**src/rtl/uart_txrx.sv**
```systemverilog
// 8N1 UART transmitter and receiver running independently off one clock.
// Define UART_RX_SYNC_EN to put rx through a two-flop synchronizer (+2 cycles RX latency).
module uart_txrx #(
  parameter int unsigned CLK_FREQ  = 50000000,
  parameter int unsigned BAUD_RATE = 115200
) (
  input  logic       clk,
  input  logic       reset,
  input  logic       tx_start,
  input  logic [7:0] tx_data,
  output logic       tx,
  output logic       tx_done,
  input  logic       rx,
  output logic [7:0] rx_data,
  output logic       rx_done
);

  localparam int unsigned CLKS_PER_BIT = CLK_FREQ / BAUD_RATE;
  localparam int unsigned HALF_BIT     = CLKS_PER_BIT / 2;
  localparam int unsigned CNT_W        = (CLKS_PER_BIT > 1) ? $clog2(CLKS_PER_BIT) : 1;
  localparam logic [CNT_W-1:0] BIT_LAST  = CNT_W'(CLKS_PER_BIT - 1);
  localparam logic [CNT_W-1:0] HALF_LAST = CNT_W'(HALF_BIT - 1);

  typedef enum logic [1:0] {ST_IDLE, ST_START, ST_DATA, ST_STOP} state_e;

  // ---------------------------------------------------------------- TX path
  state_e           tx_state_q, tx_state_d;
  logic [CNT_W-1:0] tx_cnt_q, tx_cnt_d;
  logic [2:0]       tx_bit_q, tx_bit_d;
  logic [7:0]       tx_shift_q, tx_shift_d;
  logic             tx_q, tx_d;
  logic             tx_done_q, tx_done_d;

  always_ff @(posedge clk) begin
    if (reset) begin
      tx_state_q <= ST_IDLE;
      tx_cnt_q   <= '0;
      tx_bit_q   <= '0;
      tx_shift_q <= '0;
      tx_q       <= 1'b1;
      tx_done_q  <= 1'b0;
    end else begin
      tx_state_q <= tx_state_d;
      tx_cnt_q   <= tx_cnt_d;
      tx_bit_q   <= tx_bit_d;
      tx_shift_q <= tx_shift_d;
      tx_q       <= tx_d;
      tx_done_q  <= tx_done_d;
    end
  end

  // Line level is registered from the next state so tx changes with the state.
  always_comb begin
    tx_state_d = tx_state_q;
    tx_cnt_d   = tx_cnt_q;
    tx_bit_d   = tx_bit_q;
    tx_shift_d = tx_shift_q;
    tx_done_d  = 1'b0;
    tx_d       = 1'b1;
    unique case (tx_state_q)
      ST_IDLE: begin
        if (tx_start) begin
          tx_shift_d = tx_data;
          tx_cnt_d   = '0;
          tx_state_d = ST_START;
        end
      end
      ST_START: begin
        if (tx_cnt_q == BIT_LAST) begin
          tx_cnt_d   = '0;
          tx_bit_d   = '0;
          tx_state_d = ST_DATA;
        end else begin
          tx_cnt_d = tx_cnt_q + CNT_W'(1);
        end
      end
      ST_DATA: begin
        if (tx_cnt_q == BIT_LAST) begin
          tx_cnt_d = '0;
          if (tx_bit_q == 3'd7) tx_state_d = ST_STOP;
          else                  tx_bit_d   = tx_bit_q + 3'd1;
        end else begin
          tx_cnt_d = tx_cnt_q + CNT_W'(1);
        end
      end
      ST_STOP: begin
        if (tx_cnt_q == BIT_LAST) begin
          tx_cnt_d   = '0;
          tx_done_d  = 1'b1;
          tx_state_d = ST_IDLE;
        end else begin
          tx_cnt_d = tx_cnt_q + CNT_W'(1);
        end
      end
      default: tx_state_d = ST_IDLE;
    endcase
    unique case (tx_state_d)
      ST_START: tx_d = 1'b0;
      ST_DATA:  tx_d = tx_shift_d[tx_bit_d];
      default:  tx_d = 1'b1;
    endcase
  end

  assign tx      = tx_q;
  assign tx_done = tx_done_q;

  // ---------------------------------------------------------------- RX path
  logic rx_s;

`ifdef UART_RX_SYNC_EN
  logic [1:0] rx_sync_q;

  always_ff @(posedge clk) begin
    if (reset) rx_sync_q <= 2'b11;
    else       rx_sync_q <= {rx_sync_q[0], rx};
  end

  assign rx_s = rx_sync_q[1];
`else
  assign rx_s = rx;
`endif

  state_e           rx_state_q, rx_state_d;
  logic [CNT_W-1:0] rx_cnt_q, rx_cnt_d;
  logic [2:0]       rx_bit_q, rx_bit_d;
  logic [7:0]       rx_shift_q, rx_shift_d;
  logic             rx_ferr_q, rx_ferr_d;
  logic [7:0]       rx_data_q, rx_data_d;
  logic             rx_done_q, rx_done_d;

  always_ff @(posedge clk) begin
    if (reset) begin
      rx_state_q <= ST_IDLE;
      rx_cnt_q   <= '0;
      rx_bit_q   <= '0;
      rx_shift_q <= '0;
      rx_ferr_q  <= 1'b0;
      rx_data_q  <= '0;
      rx_done_q  <= 1'b0;
    end else begin
      rx_state_q <= rx_state_d;
      rx_cnt_q   <= rx_cnt_d;
      rx_bit_q   <= rx_bit_d;
      rx_shift_q <= rx_shift_d;
      rx_ferr_q  <= rx_ferr_d;
      rx_data_q  <= rx_data_d;
      rx_done_q  <= rx_done_d;
    end
  end

  // After a framing error, STOP holds until the line returns high.
  always_comb begin
    rx_state_d = rx_state_q;
    rx_cnt_d   = rx_cnt_q;
    rx_bit_d   = rx_bit_q;
    rx_shift_d = rx_shift_q;
    rx_ferr_d  = rx_ferr_q;
    rx_data_d  = rx_data_q;
    rx_done_d  = 1'b0;
    unique case (rx_state_q)
      ST_IDLE: begin
        if (!rx_s) begin
          rx_cnt_d   = '0;
          rx_state_d = ST_START;
        end
      end
      ST_START: begin
        if (rx_cnt_q == HALF_LAST) begin
          rx_cnt_d   = '0;
          rx_bit_d   = '0;
          rx_state_d = rx_s ? ST_IDLE : ST_DATA;
        end else begin
          rx_cnt_d = rx_cnt_q + CNT_W'(1);
        end
      end
      ST_DATA: begin
        if (rx_cnt_q == BIT_LAST) begin
          rx_cnt_d   = '0;
          rx_shift_d = {rx_s, rx_shift_q[7:1]};
          if (rx_bit_q == 3'd7) rx_state_d = ST_STOP;
          else                  rx_bit_d   = rx_bit_q + 3'd1;
        end else begin
          rx_cnt_d = rx_cnt_q + CNT_W'(1);
        end
      end
      ST_STOP: begin
        if (rx_ferr_q) begin
          if (rx_s) begin
            rx_ferr_d  = 1'b0;
            rx_state_d = ST_IDLE;
          end
        end else if (rx_cnt_q == BIT_LAST) begin
          rx_cnt_d = '0;
          if (rx_s) begin
            rx_data_d  = rx_shift_q;
            rx_done_d  = 1'b1;
            rx_state_d = ST_IDLE;
          end else begin
            rx_ferr_d = 1'b1;
          end
        end else begin
          rx_cnt_d = rx_cnt_q + CNT_W'(1);
        end
      end
      default: rx_state_d = ST_IDLE;
    endcase
  end

  assign rx_data = rx_data_q;
  assign rx_done = rx_done_q;

endmodule

```
**config.mk**
```make
export PLATFORM = sky130hd
export DESIGN_NAME = uart_txrx
export DESIGN_NICKNAME = d
export VERILOG_FILES = /design/src/rtl/uart_txrx.sv
export SDC_FILE = /design/constraint.sdc
export NUM_CORES = 1
export LEC_CHECK = 0
export ABC_AREA = 0
export BUFFER_PORTS_ARGS = -buffer_cell sky130_fd_sc_hd__buf_2
export CORE_MARGIN = 2
export CORE_UTILIZATION = 52
export CTS_BUF_LIST = sky130_fd_sc_hd__clkbuf_8
export DETAILED_ROUTE_END_ITERATION = 12
export PLACE_DENSITY = 0.75
export REMOVE_ABC_BUFFERS = 1
export SLEW_MARGIN = 20
export SYNTH_ARGS = -nofsm -noshare
export SYNTH_HDL_FRONTEND = slang
export SYNTH_SLANG_ARGS = --single-unit
```
**constraint.sdc**
```tcl
create_clock -name clk -period 6.25 [get_ports clk]
set_clock_uncertainty 0.2 [all_clocks]
set_input_delay 0.3125 -clock clk [delete_from_list [all_inputs] [get_ports clk]]
set_output_delay 0.3125 -clock clk [all_outputs]
set_load 0.005 [all_outputs]
```
; Yosys cells after proc, flatten, opt, wreduce, memory -nomap -nowiden
; Cells that the tools add are included.
[classes]
reduce_logical = 11
n_eq_ne = 21
muxes = 41
order_cmp = 1
addsub = 4
n_bitwise = 4
[op_table]
columns = op, n
row1 = 9-bit 2-to-1 mux, 6
row2 = 9-bit one-hot mux with 4 select lines, 1
row3 = 2-bit 2-to-1 mux, 13
row4 = "9-bit by 1-bit adder with 9-bit output, second input constant", 2
row5 = "9-bit == test, second input constant", 2
row6 = 3-bit 2-to-1 mux, 6
row7 = 9-bit one-hot mux with 2 select lines, 1
row8 = 8-bit 2-to-1 mux, 2
row9 = 2-bit one-hot mux with 4 select lines, 2
row10 = "2-bit inequality test, second input constant", 7
row11 = 3-bit one-hot mux with 2 select lines, 2
row12 = "2-bit == test, second input constant", 5
row13 = "9-bit by 8-bit == test with 1-bit output, second input constant", 1
row14 = 4-bit AND reduction, 2
row15 = "3-bit by 1-bit adder with 3-bit output, second input constant", 2
row16 = "2-bit by 1-bit == test with 1-bit output, second input constant", 3
row17 = "3-bit == test, second input constant", 2
row18 = 1-bit 2-to-1 mux, 6
row19 = 5-bit AND reduction, 1
row20 = 2-bit logical NOT, 2
row21 = "3-bit by 4-bit < comparator with 1-bit output, second input constant", 1
row22 = 1-bit inverter, 4
row23 = 2-bit AND reduction, 2
row24 = 4-bit OR reduction, 1
row25 = other kinds (6), 6
[totals]
in_bits = 12
wordCells = 95
reg_bits = 56

; Logic depth before layout (Yosys ltp)
; Gate-level depths: netlist of the first run.
[logic_depth]
ltp_word = 7
depth_mapped = 9

; Least setup slack after synthesis of the first run
; No wires, ideal clock.
[synth_path]
kind = reg2reg
startpoint = register tx_cnt_q[0]
endpoint = register tx_q, in the netlist tx
path_buffers = 0
path_slack_ns = 3.949
stages_incl_launch_ff = 9
arrival_ns = 1.973
synth_period_minus_slack_ns = 2.301
setup_time_ns = 0.128
cell_sequence = dfxtp_1 -> ha_1 -> and4b_2 -> nand2_4 -> a21bo_4 -> a211oi_4 -> mux2i_1 -> a2111oi_2 -> a31oi_1
[synth_between]
elab_chain_len = 6
[synth_rtl]
columns = item, line
row1 = "start, declared", 28  ; logic [CNT_W-1:0] tx_cnt_q, tx_cnt_d;
row2 = "start signal, assigned", 44  ; tx_cnt_q <= tx_cnt_d;
row3 = 9-bit == test *, "69, 78, 87"
row4 = 3-bit 2-to-1 mux (on tied branches), "78, 69"
row5 = 3-bit one-hot mux with 2 select lines, 60  ; unique case (tx_state_q)
row6 = 1-bit binary-select mux with 3-bit select, 99  ; ST_DATA: tx_d = tx_shift_d[tx_bit_d];
row7 = 1-bit 2-to-1 mux (not written as such), 99
row8 = 1-bit one-hot mux with 2 select lines *, 97  ; unique case (tx_state_d)
row9 = "end signal, assigned", 47  ; tx_q <= tx_d;
row10 = "end, declared", 31  ; logic tx_q, tx_d;
; Mark *: on every way between the ends. The rest lies on a longest branch, timed or not. The select of a mux whose other input is x is not followed.
; A chain may end at the register's enable or synchronous reset.

; Worst setup path in the final report of the first run
; Same ends and word-level chain as after synthesis.

==> results of run 1 <==
## routing by layer
layer | wire (um) | up-vias | GRT usage, %
met1 | 2120 | 945 | 20.0
met5 | 0 | - | 0
met3 | 105 | 6 | 3.57
met4 | 62 | 0 | 5.85
met2 | 2220 | 16 | 32.3
li1 | - | 1074 | -
## cell families (layout without fill, tap and decap cells)
group,Yosys count,in the layout,share of synthesized area [%]
xor+xnor,7,7,2.30
buf+inv,18,38,2.53
mux,29,29,10.9
flops,56,56,42.0
simple gates,122,122,23.2
fa+ha+maj,13,13,6.10
compound gates,53,53,13.0
## through the flow
step / utilization (%) / hold slack [ps] / setup slack (ps)
detailed placement: 56.1 / 272 / 3770
floorplan: - / 182 / 3950
global route: 58.3 / 60.0 / 3590
CTS: 58.3 / 53.1 / 3760
finish: 58.3 / 61.5 / 3780
global placement: 56.1 / 263 / 3850
## registers in the layout, summed over array words and instances, names as in the netlist, 2 cells and up, named ones only
name and count:
rx_shift_q 8, tx_cnt_q 9, tx_state_q 2, rx_data 8, rx_bit_q 3, rx_cnt_q 9, tx_bit_q 3, tx_shift_q 8
## synth_stat cells (3+ instances only)
| library cell | number |
|---|---|
| a21oi_1 | 19 |
| a22oi_1 | 3 |
| a31oi_1 | 3 |
| and3_1 | 7 |
| clkbuf_1 | 10 |
| dfxtp_1 | 56 |
| ha_1 | 13 |
| inv_1 | 8 |
| mux2i_1 | 29 |
| nand2_1 | 14 |
| nand2b_1 | 3 |
| nand3_1 | 7 |
| nand4_1 | 3 |
| nor2_1 | 59 |
| nor2b_1 | 4 |
| nor3b_1 | 8 |
| o21ai_0 | 16 |
| or3_1 | 3 |
| xor2_1 | 5 |
## worst max-delay path by stage
| stage | start | to | slack (ps) | cells past startpoint |
|---|---|---|---|---|
| 2_1_floorplan | tx_cnt_q[0]$_SDFFE_PP0P_ | tx$_SDFF_PP1_ | 3950 | 8 |
| 3_3_place_gp | tx_cnt_q[0]$_SDFFE_PP0P_ | tx$_SDFF_PP1_ | 3850 | 8 |
| 5_1_grt | tx_cnt_q[0]$_SDFFE_PP0P_ | tx$_SDFF_PP1_ | 3590 | 8 |
| 4_1_cts | tx_cnt_q[0]$_SDFFE_PP0P_ | tx$_SDFF_PP1_ | 3760 | 8 |
| 6_report | tx_cnt_q[0]$_SDFFE_PP0P_ | tx$_SDFF_PP1_ | 3780 | 8 |
| 3_5_place_dp | tx_cnt_q[0]$_SDFFE_PP0P_ | tx$_SDFF_PP1_ | 3770 | 8 |
## worst max-delay path, delay by kind of cell, from the launching register on
kind,cells,cell delay [ps]
AOI/OAI and AO/OA,4,1060
adders and majority gates,1,160
DFF,1,410
muxes,1,150
and+or+nand+nor,2,380
## power groups by stage
stage / clock network (mW) / registers, mW / logic, mW
5_1_grt: 0.252 / 0.389 / 0.127
6_report: 0.232 / 0.386 / 0.111
3_5_place_dp: 0 / 0.395 / 0.111
4_1_cts: 0.241 / 0.386 / 0.111
3_3_place_gp: 0 / 0.394 / 0.109
2_1_floorplan: 0 / 0.391 / 0.0843
## area by class of cell
type | count | area (um2)
Inverter | 8 | 30.0
Fill cell | 466 | 2100
Timing Repair Buffer | 22 | 110
Clock inverter | 3 | 42.5
Clock buffer | 5 | 68.8
Multi-Input combinational cell | 224 | 1480
Sequential cell | 56 | 1120
Tap cell | 70 | 87.6
==> results.md, run 1 <==
Synthesis:
- After synthesis, the share of flip-flops with an asynchronous set or reset is 0%.
- Synthesis handed over a netlist of 298 instances.
- The cell type with the largest total area after synthesis is dfxtp_1.
- The most used flip-flop cell after synthesis is dfxtp_1.
- The share of the synthesized area in the top cell type is 42.0%.
- By area the synthesized netlist is led by dfxtp_1 (42%), mux2i_1 (11%), nor2_1 (8.3%).
- The mapped netlist covers 2670 um2.
- For this run, the number of Yosys warnings is 0.
- The number of unique standard cell types used by synthesis is 42.
- A synthesized cell averages 8.95 um2.
- The sequential share of the synthesized area is 42.0%.
- The number of enable flip-flop cells after synthesis is 0.
- The register bit count reported by yosys is 56.

Drt:
- The starting DRC count in detailed routing is 88.
- The detailed-route wire length per cell is 11.6 um.
- Using the TritonRoute via totals, the vias-per-cell ratio works out to 5.26.
- Before antenna repair, the detailed router went through 4 iterations.
- Once detail routing completed, the nets flagged for antenna violations numbered 0.
- The final routed wirelength across all metal layers is 4.51 mm.
- For this run, design rule violations remaining after detail routing come to 0.
- For this block, the via count after detailed routing is 2041.

GRT:
- The number of global-route vias before repair is 1869.
- The total overflow left after global routing is 0.
- For this run, the total global-route usage over all layers was measured as 17.5%.
- The number of antenna violations at the first check in global routing is 0.
- Entering global routing, the biggest net connects 52 pins.
- The first global-routing pass estimated 7.78 mm of wire.

Clocking:
- After clock tree synthesis, the repair step resized 0 gates.
- The clock latency at the later pin of the worst-skew pair is 310 ps.
- In this run the deepest clock path goes through 2 buffers.
- The CTS root buffer is clkbuf_8.
- The clock net sink count is 56.
- TritonCTS built the clock tree.
- Hold repair after CTS inserted 0 buffers.
- The count of H-tree levels built during CTS is 2.
- The number of buffers inserted to repair setup after CTS is 0.
- Buffers inserted during clock tree synthesis total 5.
- The CTS clock-pin slew for the worst setup and hold paths is 90 ps.

Setup path:
- Of all nets on the critical path, the largest fanout is 7.
- STA classifies the critical path endpoint as a flop.
- For the worst setup path, the data required time is 6240 ps.
- In this design, the stage delay of the slowest critical-path cell is 410 ps.
- The arrival time reported for the critical path endpoint is 2460 ps.
- The start of the worst register-to-register path is tx_cnt_q[0]$_SDFFE_PP0P_.
- The critical path goes through ha_1, and4b_2, nand2_4, a21bo_4, a211oi_4, mux2i_1, a2111oi_2, a31oi_1.
- The worst setup path is of the flop to flop kind.
- Counting cells, the worst reg-to-reg path comes to 8.
- The worst reg-to-reg setup slack is 3780 ps.
- The cell type of the slowest stage on the worst timing path is dfxtp_1.
- The endpoint identified for the worst register-to-register timing path is tx$_SDFF_PP1_.
- The kind of launch point of the worst setup path is a flop.

Timing:
- The final cycle utilization of the critical path is 39.5%.
- The measured slew at the worst slew-check pin is 868 ps.
- The timing-limited maximum frequency is 0.405 GHz.
- The final-report max-slew violation count is 0.
- The worst path in the final design needs a cycle of 2470 ps, including I/O delays and setup.
- Setup violations remaining at the end of the flow were counted as 0.
- Summed over all failing endpoints, the final setup total negative slack is 0 ps.
- Setup repair after global routing left no endpoint under its margin.
- The final hold violation count was 0.
- The worst slew margin relative to its limit is 42.1%.

Place:
- The count of input and output buffers is 22.
- Counting tap cells, the placed design contains a total of 380 instances.
- The cell area after placement is 2830 um2.
- At the end of routability-driven placement, the weighted congestion stood at 0.755.
- Detailed placement ended at an HPWL of 3.26 mm.

Layout:
- With fillers left out, the area of the finished cells amounts to 2940 um2.
- The final layout contains 342 nets.
- The total inserted antenna cells is 0.
- Leaving out fill and tap cells, the most frequent cells in the layout are nor2_1 (59), dfxtp_1 (56), mux2i_1 (29).
- For this run, the number of standard cells in the final layout without fillers is 388.
- The layout cell share with drive strength beyond 1 is 11.9%.
- The synthesis-to-finish area growth is 10.2%.
- The library cell used most frequently in the layout, excluding fill and tap cells, is nor2_1.

Floorplanning:
- The full die area is 5720 um2.
- The number of placement rows is 26.
- The height of the die is 75.6 um.
- In this run the count of I/O pins placed on the die edge is 23.
- For this configuration, the core starts out at a cell density of 52.9%.
- The die extent in x is 75.6 um.
- The region available for standard cell placement spans 5040 um2.

Power:
- In this run switching power makes up 26.9% of total power.
- The switching component of the power is 0.196 mW.
- The leakage power summed over all cells is 1.36 nW.
- Across the VDD grid, the largest voltage drop is 0.000145 V.
- The clock network accounts for 31.8% of the total power.
- The sum of internal, switching and leakage power is 0.729 mW.
- The ratio of total power to cell area is 248 nW/um2.
- The relative contribution of sequential cells to total power is 53.0%.
- The internal power of the cells totals 0.533 mW.
- Combinational cells account for 15.2% of the total power.

Min path:
- The launch instance of the worst min-delay path is tx_data[1].
- For hold timing, the worst endpoint is tx_shift_q[1]$_SDFF_PP0_.
- The worst min-delay path class is input pin to flop.
- The cell depth of the worst min-delay path is 3.

Run status:
- The run finished with clean final reports.

Run:
- Across the run, the number of max-cap violations was 0.
(Power assumes the default switching activity.)
==> inputs of run 2 (changes only) <==
==> constraint.sdc (replaced) <==
create_clock -name clk -period 2.5 [get_ports clk]
set_clock_uncertainty 0.2 [all_clocks]
set_input_delay 0.125 -clock clk [delete_from_list [all_inputs] [get_ports clk]]
set_output_delay 0.125 -clock clk [all_outputs]
set_load 0.005 [all_outputs]
==> results.md, run 2 (synthesis results as in run 1) <==
Run status:
- The flow ran to the end, and the final reports show no timing, DRC or antenna violations.

Layout:
- The post-route core utilization is 60.5% (+2.2 points).
- The synthesis-to-finish area growth is 14.4%.
- The net count of the finished layout is 356 (+4.1%).
- The area of the multi-input gates was 1490 um2 (+0.42%).
- The layout cell share with drive strength beyond 1 is 12.7% (+0.70 points).
- Leaving out fill and tap cells, the most frequent cell in the layout is nor2_1.
- The top cell types in the final layout, fill and taps aside, are nor2_1 (59), dfxtp_1 (56), mux2i_1 (29).
- The area taken by flip-flops and latches is 1120 um2 (unchanged).
- The post-route non-filler standard cell count came to 402 (+3.6%).
- The design area is 3050 um2 (+3.8%).
- The total inserted antenna cells came to 0 (unchanged).
- In the final layout, the registers with the most flip-flops are rx_cnt_q: 9 flops, tx_cnt_q: 9 flops.
- The fill cell total of the finished layout came to 448 (-3.9%).

GRT:
- The all-layer global routing usage was 19.2% (+1.7 points).
- The number of global-route vias before repair was 1987 (+6.3%).
- The number of antenna violations at the first check in global routing came to 0 (unchanged).
- The maximum number of pins on one net before global-route repair is 42 (-19%).
- The global-route wire length before repair is 8.46 mm (+8.7%).
- The sum of overflow across all layers after global routing was 0 (unchanged).

Clocking:
- The number of buffers added by the clock tree synthesis step is 5 (unchanged).
- The CTS tree is yes.
- The clock net sink count came to 56 (unchanged).
- The CTS clock-pin slew for the worst setup and hold paths is 90 ps (about the same).
- The count of H-tree levels built during CTS is 2 (unchanged).
- The maximum count of clock buffers along a single path is 2 (unchanged).
- The CTS root buffer is clkbuf_8.
- The clock latency at the later pin of the worst-skew pair is 300 ps (about the same).
- The number of buffers inserted to repair setup after CTS came to 0 (unchanged).

Drt:
- The residual antenna-violating net count after detailed routing came to 0 (unchanged).
- The detailed-route wire length per cell was 12.3 um (+5.8%).
- The starting DRC count in detailed routing is 95 (+8.0%).
- The total iterations of the first detailed-routing run was 4 (unchanged).
- The detailed-route DRC error count is 0 (unchanged).
- The number of vias per cell is 5.34 (+1.5%).
- The via count is 2146 (+5.1%).
- The final routed wirelength across all metal layers is 4.95 mm (+9.6%).

Floorplanning:
- The height of the die came to 75.6 um (unchanged).
- The initial core utilization is 52.9% (unchanged).
- The die extent in x is 75.6 um (unchanged).
- The area of the core is 5040 um2 (unchanged).
- The number of top-level pins was 23 (unchanged).
- The full die area is 5720 um2 (unchanged).
- The number of placement rows was 26 (unchanged).

Timing:
- The final hold slack came to 41.1 ps (-20.3 ps).
- The timing-limited maximum frequency is 0.422 GHz (+4.3%).
- The final-report max-slew violation count came to 0 (unchanged).
- The final cycle utilization of the critical path is 94.7% (+55 points).
- The post-layout minimum cycle time is 2370 ps (-103 ps).
- The worst slew margin relative to its limit is 51.6% (+9.4 points).
- The measured slew at the worst slew-check pin was 726 ps (-142 ps).
- Setup repair after global routing left no endpoint under its margin.
- The count of final setup violators is 0 (unchanged).
- The final hold violation count came to 0 (unchanged).
- The final setup TNS is 0 ps (unchanged).
- The final setup slack of the worst path came to 132 ps (-3650 ps).

Setup path:
- In this run the worst setup path begins at tx_cnt_q[0]$_SDFFE_PP0P_.
- The cell family contributing the most delay on the critical path is compound AO/OA/AOI/OAI gates.
- The depth of the most critical reg-to-reg path came to 9 (+1).
- The data required time at the worst endpoint is 2540 ps (-3700 ps).
- The longest individual stage delay on the worst path came to 410 ps (about the same).
- The worst register-to-register path ends at tx$_SDFF_PP1_.
- The signal on the critical path passes through ha_1, and4b_2, nand2_4, a21bo_4, a211oi_4, buf_4, mux2i_1, a22oi_1, a31oi_1.
- STA classifies the critical path endpoint as a flop.
- The arrival time reported for the critical path endpoint was 2410 ps (-50 ps).
- The kind of launch point of the worst setup path is a flop.
- By startpoint and endpoint, the worst setup path is classified as flop to flop.
- The worst reg-to-reg setup slack is 130 ps (-3650 ps).
- The maximum fanout along the worst path is 7 (unchanged).
- In this run the critical register-to-register path is launched from tx_cnt_q[0]$_SDFFE_PP0P_.
- The slowest stage of the critical path is the dfxtp_1 cell.
- The total buffers and inverters traversed by the critical path is 1 (+1).

Min path:
- The tightest min-delay check is of the input pin to flop type.
- The hold path endpoint is tx_cnt_q[1]$_SDFFE_PP0P_.
- The worst hold path begins at tx_start.
- The cell depth of the worst min-delay path is 4 (+1).

Power:
- The sum of internal, switching and leakage power was 1.76 mW (+140%).
- The leakage power summed over all cells is 1.42 nW (+4.5%).
- The ratio of total power to cell area came to 577 nW/um2 (+130%).
- The worst ir drop on vdd is 0.000391 V (+170%).

Place:
- The routability congestion estimate is 0.762 (+1.0%).
- The total instance count after detailed placement is 385 (+1.3%).
- The count of input and output buffers is 22 (unchanged).
- The cell area after placement is 2870 um2 (+1.3%).
- The setup slack after placement is 156 ps (-3620 ps).
- The half-perimeter wire length after placement is 3.37 mm (+3.4%).

Run:
- The reported max-cap violation count came to 0 (unchanged).
run 2: changes by cell type in the layout (fill, tap and decap cells not counted):
cell           delta
a2bb2oi_1         -1
a2bb2oi_2         +1
buf_4             +5
bufinv_16         -1
clkbuf_8          +1
clkinv_2          -1
clkinvlp_4        -1
dlygate4sd3_1     +9
inv_1             +2
run 2: layout make-up:
type / instances / share of cell area, %
flip-flops and latches: 56 / 36.7
clock buffers: 6 / 2.71
inverters: 8 / 0.984
clock inverters: 2 / 0.246
multi-input cells: 224 / 48.7
repair buffers: 36 / 7.79
well taps: 70 / 2.87
run 2: worst max-delay path by stage:
| stage | end | slack [ps] | cells past startpoint |
|---|---|---|---|
| floorplan | tx$_SDFF_PP1_ | 200 | 8 |
| global placement | tx$_SDFF_PP1_ | 250 | 9 |
| detailed placement | tx$_SDFF_PP1_ | 160 | 9 |
| CTS | tx$_SDFF_PP1_ | 130 | 9 |
| global route | tx$_SDFF_PP1_ | 20 | 9 |
| finish | tx$_SDFF_PP1_ | 130 | 9 |
run 2: metal layers:
| metal | GRT usage (%) | wire length, um | vias to the layer above |
|---|---|---|---|
| li1 | - | - | 1106 |
| met1 | 22.5 | 2320 | 1005 |
| met2 | 33.8 | 2420 | 26 |
| met3 | 4.10 | 123 | 9 |
| met4 | 7.99 | 87 | 0 |
| met5 | 0 | 0 | - |
run 2: what timing repair did:
action	in CTS	in global routing
hold buffers	9	0
resized for setup	0	1
endpoints found under the hold margin	10	0
setup endpoints to repair	0	1
run 2: report_power, final:
group          total (mW)  switching, mW  internal, mW  leakage (nW)
clock network       0.492          0.274         0.218        0.0538
logic               0.303          0.173         0.130         0.911
registers           0.966         0.0421         0.924         0.454
run 2: worst register-to-register path, delay by kind of cell, from the launching register on:
kind	cells	cell delay (ps)
AND/OR/NAND/NOR	2	390
flip-flops	1	410
buffers and inverters	1	180
multiplexers	1	190
adder cells (fa/ha/maj)	1	180
AO/OA/AOI/OAI	4	750
